### config.mk
export PLATFORM = sky130hd
export DESIGN_NAME = bin2sseg_fmt
export DESIGN_NICKNAME = d
export VERILOG_FILES = /design/src/rtl/bin2sseg_fmt.sv
export SDC_FILE = /design/constraint.sdc
export NUM_CORES = 1
export LEC_CHECK = 0
export CAP_MARGIN = 10
export CORE_MARGIN = 2
export CORE_UTILIZATION = 40
export DETAILED_ROUTE_END_ITERATION = 7
export GPL_ROUTABILITY_DRIVEN = 0
export PLACE_DENSITY = 0.67
export SLEW_MARGIN = 5
export SYNTH_ARGS = -nofsm -noshare
export SYNTH_HDL_FRONTEND = slang
export SYNTH_SLANG_ARGS = --single-unit
export TNS_END_PERCENT = 1
### constraint.sdc
create_clock -name clk -period 2.2 [get_ports clk]
set_input_delay 0.33 -clock clk [delete_from_list [all_inputs] [get_ports clk]]
set_output_delay 0.33 -clock clk [all_outputs]
set_load 0.01 [all_outputs]
### src/rtl/bin2sseg_fmt.sv
// -----------------------------------------------------------------------------
// bin2sseg_fmt
//
// Purpose:
//   Front end of the four-digit multiplexed 7-segment display driver.
//   - Accepts an unsigned binary value through a start/ready handshake.
//   - Converts it to four BCD digits with a sequential double-dabble engine,
//     one shift per clock.
//   - Encodes each digit into an active-low 8-bit segment pattern.
//   - Holds the four registered patterns on seg3..seg0 until the next
//     conversion completes.
//
// Pattern format (active-low, 0 = lit):
//   bit7     = decimal point
//   bits6:0  = {a,b,c,d,e,f,g}
//
// Parameters:
//   WIDTH   width of the binary input, legal range 4..14.
//           The displayable range is 0..9999.
//
// Ports:
//   clk     in   1      system clock, rising-edge active
//   reset   in   1      asynchronous reset, active low
//   start   in   1      conversion request, sampled only while ready=1
//   bin     in   WIDTH  value to display, latched on an accepted start
//   dp_in   in   4      decimal-point request per digit (bit i -> digit i),
//                       latched on an accepted start
//   ready   out  1      idle and able to accept start
//   done    out  1      one-cycle pulse when new patterns appear
//   ovf     out  1      last accepted value exceeded 9999
//   seg3    out  8      pattern for digit 3 (most significant)
//   seg2    out  8      pattern for digit 2
//   seg1    out  8      pattern for digit 1
//   seg0    out  8      pattern for digit 0 (least significant)
//
// Build option:
//   LZ_BLANK_EN  when defined, leading zeros on digits 3..1 are blanked.
//                seg0 always shows its digit, and no blanking is applied
//                on overflow. When undefined, all four digits always show.
// -----------------------------------------------------------------------------
module bin2sseg_fmt #(
    parameter int unsigned WIDTH = 14
) (
    input  logic             clk,
    input  logic             reset,
    input  logic             start,
    input  logic [WIDTH-1:0] bin,
    input  logic [3:0]       dp_in,
    output logic             ready,
    output logic             done,
    output logic             ovf,
    output logic [7:0]       seg3,
    output logic [7:0]       seg2,
    output logic [7:0]       seg1,
    output logic [7:0]       seg0
);

    localparam int unsigned CW = $clog2(WIDTH);

    typedef enum logic [1:0] {
        IDLE  = 2'd0,
        SHIFT = 2'd1,
        ENC   = 2'd2
    } state_t;

    state_t            state_q, state_d;
    logic [WIDTH-1:0]  shift_q, shift_d;
    logic [15:0]       bcd_q,   bcd_d;
    logic [CW-1:0]     cnt_q,   cnt_d;
    logic [3:0]        dp_q,    dp_d;
    logic              ovfp_q,  ovfp_d;
    logic              ovf_q,   ovf_d;
    logic              done_q,  done_d;
    logic [3:0][7:0]   seg_q,   seg_d;

    logic [15:0]       bcd_adj;
    logic [3:0][7:0]   pat;

    // Active-low a..g code for one decimal digit.
    function automatic logic [6:0] digit_code(input logic [3:0] d);
        logic [6:0] c;
        case (d)
            4'd0:    c = 7'b0000001;
            4'd1:    c = 7'b1001111;
            4'd2:    c = 7'b0010010;
            4'd3:    c = 7'b0000110;
            4'd4:    c = 7'b1001100;
            4'd5:    c = 7'b0100100;
            4'd6:    c = 7'b0100000;
            4'd7:    c = 7'b0001111;
            4'd8:    c = 7'b0000000;
            4'd9:    c = 7'b0000100;
            default: c = 7'b1111111;
        endcase
        return c;
    endfunction

    // Double-dabble correction: add 3 to every nibble >= 5 before shifting.
    always_comb begin
        bcd_adj = bcd_q;
        for (int unsigned i = 0; i < 4; i++) begin
            if (bcd_q[4*i +: 4] >= 4'd5) begin
                bcd_adj[4*i +: 4] = bcd_q[4*i +: 4] + 4'd3;
            end
        end
    end

    // Pattern formation from the finished BCD value.
    always_comb begin
        logic [3:0] blank;
        blank = '0;
`ifdef LZ_BLANK_EN
        // A digit blanks only if it and every digit to its left are zero.
        blank[3] = (bcd_q[15:12] == 4'd0);
        blank[2] = blank[3] && (bcd_q[11:8] == 4'd0);
        blank[1] = blank[2] && (bcd_q[7:4]  == 4'd0);
`endif
        for (int unsigned i = 0; i < 4; i++) begin
            if (ovfp_q) begin
                pat[i] = {~dp_q[i], 7'b1111110};
            end else if (blank[i]) begin
                pat[i] = {~dp_q[i], 7'b1111111};
            end else begin
                pat[i] = {~dp_q[i], digit_code(bcd_q[4*i +: 4])};
            end
        end
    end

    // Next-state logic.
    always_comb begin
        state_d = state_q;
        shift_d = shift_q;
        bcd_d   = bcd_q;
        cnt_d   = cnt_q;
        dp_d    = dp_q;
        ovfp_d  = ovfp_q;
        ovf_d   = ovf_q;
        done_d  = 1'b0;
        seg_d   = seg_q;

        case (state_q)
            IDLE: begin
                if (start) begin
                    shift_d = bin;
                    dp_d    = dp_in;
                    ovfp_d  = (16'(bin) > 16'd9999);
                    bcd_d   = '0;
                    cnt_d   = '0;
                    state_d = SHIFT;
                end
            end
            SHIFT: begin
                bcd_d   = {bcd_adj[14:0], shift_q[WIDTH-1]};
                shift_d = {shift_q[WIDTH-2:0], 1'b0};
                cnt_d   = cnt_q + 1'b1;
                if (cnt_q == CW'(WIDTH - 1)) begin
                    state_d = ENC;
                end
            end
            ENC: begin
                seg_d   = pat;
                ovf_d   = ovfp_q;
                done_d  = 1'b1;
                state_d = IDLE;
            end
            default: begin
                state_d = IDLE;
            end
        endcase
    end

    always_ff @(posedge clk or negedge reset) begin
        if (!reset) begin
            state_q <= IDLE;
            shift_q <= '0;
            bcd_q   <= '0;
            cnt_q   <= '0;
            dp_q    <= '0;
            ovfp_q  <= 1'b0;
            ovf_q   <= 1'b0;
            done_q  <= 1'b0;
            seg_q   <= '1;
        end else begin
            state_q <= state_d;
            shift_q <= shift_d;
            bcd_q   <= bcd_d;
            cnt_q   <= cnt_d;
            dp_q    <= dp_d;
            ovfp_q  <= ovfp_d;
            ovf_q   <= ovf_d;
            done_q  <= done_d;
            seg_q   <= seg_d;
        end
    end

    assign ready = (state_q == IDLE);
    assign done  = done_q;
    assign ovf   = ovf_q;
    assign seg3  = seg_q[3];
    assign seg2  = seg_q[2];
    assign seg1  = seg_q[1];
    assign seg0  = seg_q[0];

endmodule

==> summary.md <==
| Metric | Value |
|---|---|
| Setup TNS | `0 ns` |
| Status | `complete, but fails checks` |
| Synth Register Bits | `75` |
| Pwr dens | `1476 nW/um^2` |
| Syn Inst Count | `418` |
| CP arrival | `1.52 ns` |
| Fin crit share | `84.17%` |
| Mapped cell area | `3921 um^2` |
| Failing checks | `negative hold slack` |
| Fmax | `540.0 MHz` |
| Final hold violations | `4` |
| Mux share of post-synthesis cell area | `1.532%` |
| # setup viols final | `0` |
| Sequential share of power | `39.3%` |
| Area growth, synth to finish | `21.70%` |
| Seq/Total Area, Yosys | `48.88%` |
| Max-Cap Viols | `0` |
| Psw | `2762 uW` |
| Clk pwr share | `15.9%` |
| Starting DRC count in detailed routing | `163` |
| Largest net degree at the start of global routing | `76` |
| DR pass1 iterations | `4` |
| Largest family of logic cells by synthesized area | `compound AO/OA/AOI/OAI gates` |
| Hold Buf Count CTS | `0` |
| Post-synth EDFFs | `0` |
| Sw Ratio | `39.21%` |
| HP Class | `in2async` |
| CTS H-Tree Depth | `3` |
| Antenna Cells | `0` |
| Clock Skews | `0.007666 ns` |
| First-pass GRT wire length | `13,900 um` |
| Worst EP required | `1.87 ns` |
| Residual DRC | `0` |
| Worst path slowest cell | `clkdlybuf4s50_1` |
| Clock Tree Root | `clkbuf_8` |
| Unrepaired setup endpoints after global routing | `false` |
| Die Y | `103.0 um` |
| Initial antenna violation count | `0` |
| Crit-path max cell delay | `0.54 ns` |
| Buffers & Inverters on Critical Path | `1` |
| Vias in the first global route | `2,977` |
| Worst-skew pair later-pin latency | `0.35 ns` |
| TritonCTS buffer count | `9` |
| CP startpoint kind | `flop` |
| Worst hold slack | `-0.01721 ns` |
| Int Pwr | `4283 uW` |
| Worst path cell trace | `nor2_1 -> clkdlybuf4s50_1` |
| Core area | `9639 um^2` |
| WL/cell | `13.69 um` |
| Layout net count | `513` |
| Minimum clock period | `1.852 ns` |
| Fin. max-slew vios | `0` |
| CP Class | `reg2out` |
| CTS-repair resized insts | `0` |
| PortBufs | `55` |
| Initial Utilization | `40.68%` |
| Syn. warnings | `0` |
| Post-detailed-route count of antenna-violating nets | `0` |
| Total number of vias | `3,120` |
| Post-synthesis adder-cell area fraction | `7.977%` |
| Postcts setup bufs | `0` |
| CTS tree | `done` |
| Worst Tran Pin Value | `0.5504 ns` |
| Synth Area in Simple Gates | `16.59%` |
| Tot GR Track Use | `16.57%` |
| CP max FO | `10` |
| Crit path capture type | `primary output` |
| Async SR Flop Fraction | `100.0%` |
| CTS max path bufs | `2` |
| DPL Wire Length | `5595 um` |
| Ys flop type | `dfrtp_1` |
| Cell variety after synth | `42` |
| Die area | `10,610 um^2` |
| Compound-Gate Fraction of Synth Area | `17.87%` |
| Congestion Overflow GR | `0` |
| CP top delay family | `buffers and inverters` |
| Syn_nets | `464` |
| WL final | `8281 um` |
| Chip width | `103.0 um` |
| I/O pin cnt | `56` |
| Synth Area in XOR/XNOR | `1.340%` |
| Leakage | `0.002024 uW` |
| Final design utilization | `49.51%` |
| Avg Inst Size Synth | `9.381 um^2` |
| Comb power frac | `44.8%` |
| Ratio of cells with drive above 1 in the final layout | `12.71%` |
| Sink Count | `75` |
| VDD IR-drop max | `544.2 uV` |
| CTS clock-pin slew for the worst setup and hold paths | `0.08 ns` |
| Row cnt | `36` |
| Slew headroom | `63.17%` |
| Via-per-instance ratio | `5.157` |
worst register-to-register path: stages (launching register included):
cell and delay, ns:
dfrtp_1 0.48, inv_1 0.13, ha_1 0.22, nand2b_1 0.18, a21oi_1 0.26, mux2i_1 0.22
o21ai_0 0.08
worst paths after layout:
check                                       end  slack (ns)              startpoint  cells past startpoint
hold reg to reg             seg0[7]$_DFFE_PN1P_        0.42     dp_q[0]$_DFFE_PN0P_                      1
min in group clk            seg0[7]$_DFFE_PN1P_        0.42     dp_q[0]$_DFFE_PN0P_                      1
max in group asynchronous   seg2[7]$_DFFE_PN1P_        1.84                   reset                      2
hold / removal                   done$_DFF_PN0_       -0.02                   reset                      2
setup / recovery                          ready        0.35  state_q[1]$_DFFE_PN0P_                      2
setup reg to reg           bcd_q[6]$_DFFE_PN0P_        0.51    bcd_q[5]$_DFFE_PN0P_                      6
routing by layer:
metal | global-route usage, % | wire (um)
met1 | 22.60 | 3954
met2 | 25.37 | 3832
met3 | 5.017 | 375
met4 | 5.364 | 118
met5 | 0 | 0
synthesized netlist by cell type, drive strengths merged (8+ instances only):
master | instances | area (um^2)
inv | 20 | 75.07
o21ai | 36 | 180.2
a21oi | 31 | 155.2
ha | 25 | 312.8
nand2 | 42 | 157.7
buf | 18 | 126.4
nand2b | 8 | 50.05
o22a | 13 | 113.9
nand3 | 16 | 80.08
dfrtp | 43 | 1076
nor2 | 69 | 259.0
dfstp | 32 | 840.8
o22ai | 12 | 100.1
power groups by stage:
stage	sequential, uW	combinational [uW]	clock [uW]
floorplan	2600	2340	0
global placement	2770	3050	0
detailed placement	2790	3160	0
CTS	2770	3190	1140
global route	2880	3590	1210
finish	2770	3160	1120
flip-flops by register name, summed over array words and instances (netlist names), 2 cells and up:
signal and flops:
cnt_q 4, seg1 8, dp_q 4, shift_q 14, seg3 8, state_q 2, seg2 8, seg0 8
bcd_q 16
cell usage in the layout, fill, tap and decap left out, drive strengths merged, types with 3 or more instances in the layout:
cell type      instances
ha                    25
nor2                  69
o21ai                 36
clkdlybuf4s50         54
nor3b                  5
o211ai                 3
dfrtp                 43
inv                   20
a21oi                 31
or3                    3
nand2b                 8
dfstp                 32
nand3                 16
nand2                 42
clkbuf                15
xnor2                  5
o311ai                 3
mux2i                  6
buf                    9
o22ai                 12
o22a                  13
area by class of cell:
cell class / count / area [um^2]
Clock inverter: 1 / 30.03
Tap cell: 133 / 166.4
Sequential cell: 75 / 1917
Fill cell: 928 / 4867
Multi-Input combinational cell: 298 / 1777
Clock buffer: 15 / 176.4
Inverter: 20 / 75.07
Timing Repair Buffer: 63 / 630.6
logic make-up (layout without fill, tap and decap cells):
kind of cell | count (synthesis) | in the layout
buffers and inverters | 45 | 99
adder cells (fa/ha/maj) | 25 | 25
multiplexers | 6 | 6
flip-flops | 75 | 75
XOR/XNOR | 6 | 6
AO/OA/AOI/OAI | 111 | 111
AND/OR/NAND/NOR | 150 | 150
per-stage QoR:
stage                     total power (uW)  cell area, um^2  setup WS [ns]  hold slack (ns)  std cells
after CTS                             7101             4772         0.3334         0.007226        605
final                                 7045             4772         0.3482         -0.01721        605
after detailed placement              5952             4566         0.2451           0.3951        589
after global routing                  7688             4772         0.2542         0.003018        605
after floorplan                       4942             3921         0.6938          0.03441        418
after global placement                5816             4566         0.2914           0.3881        589
No activity file was read; power rests on OpenSTA's default activity.
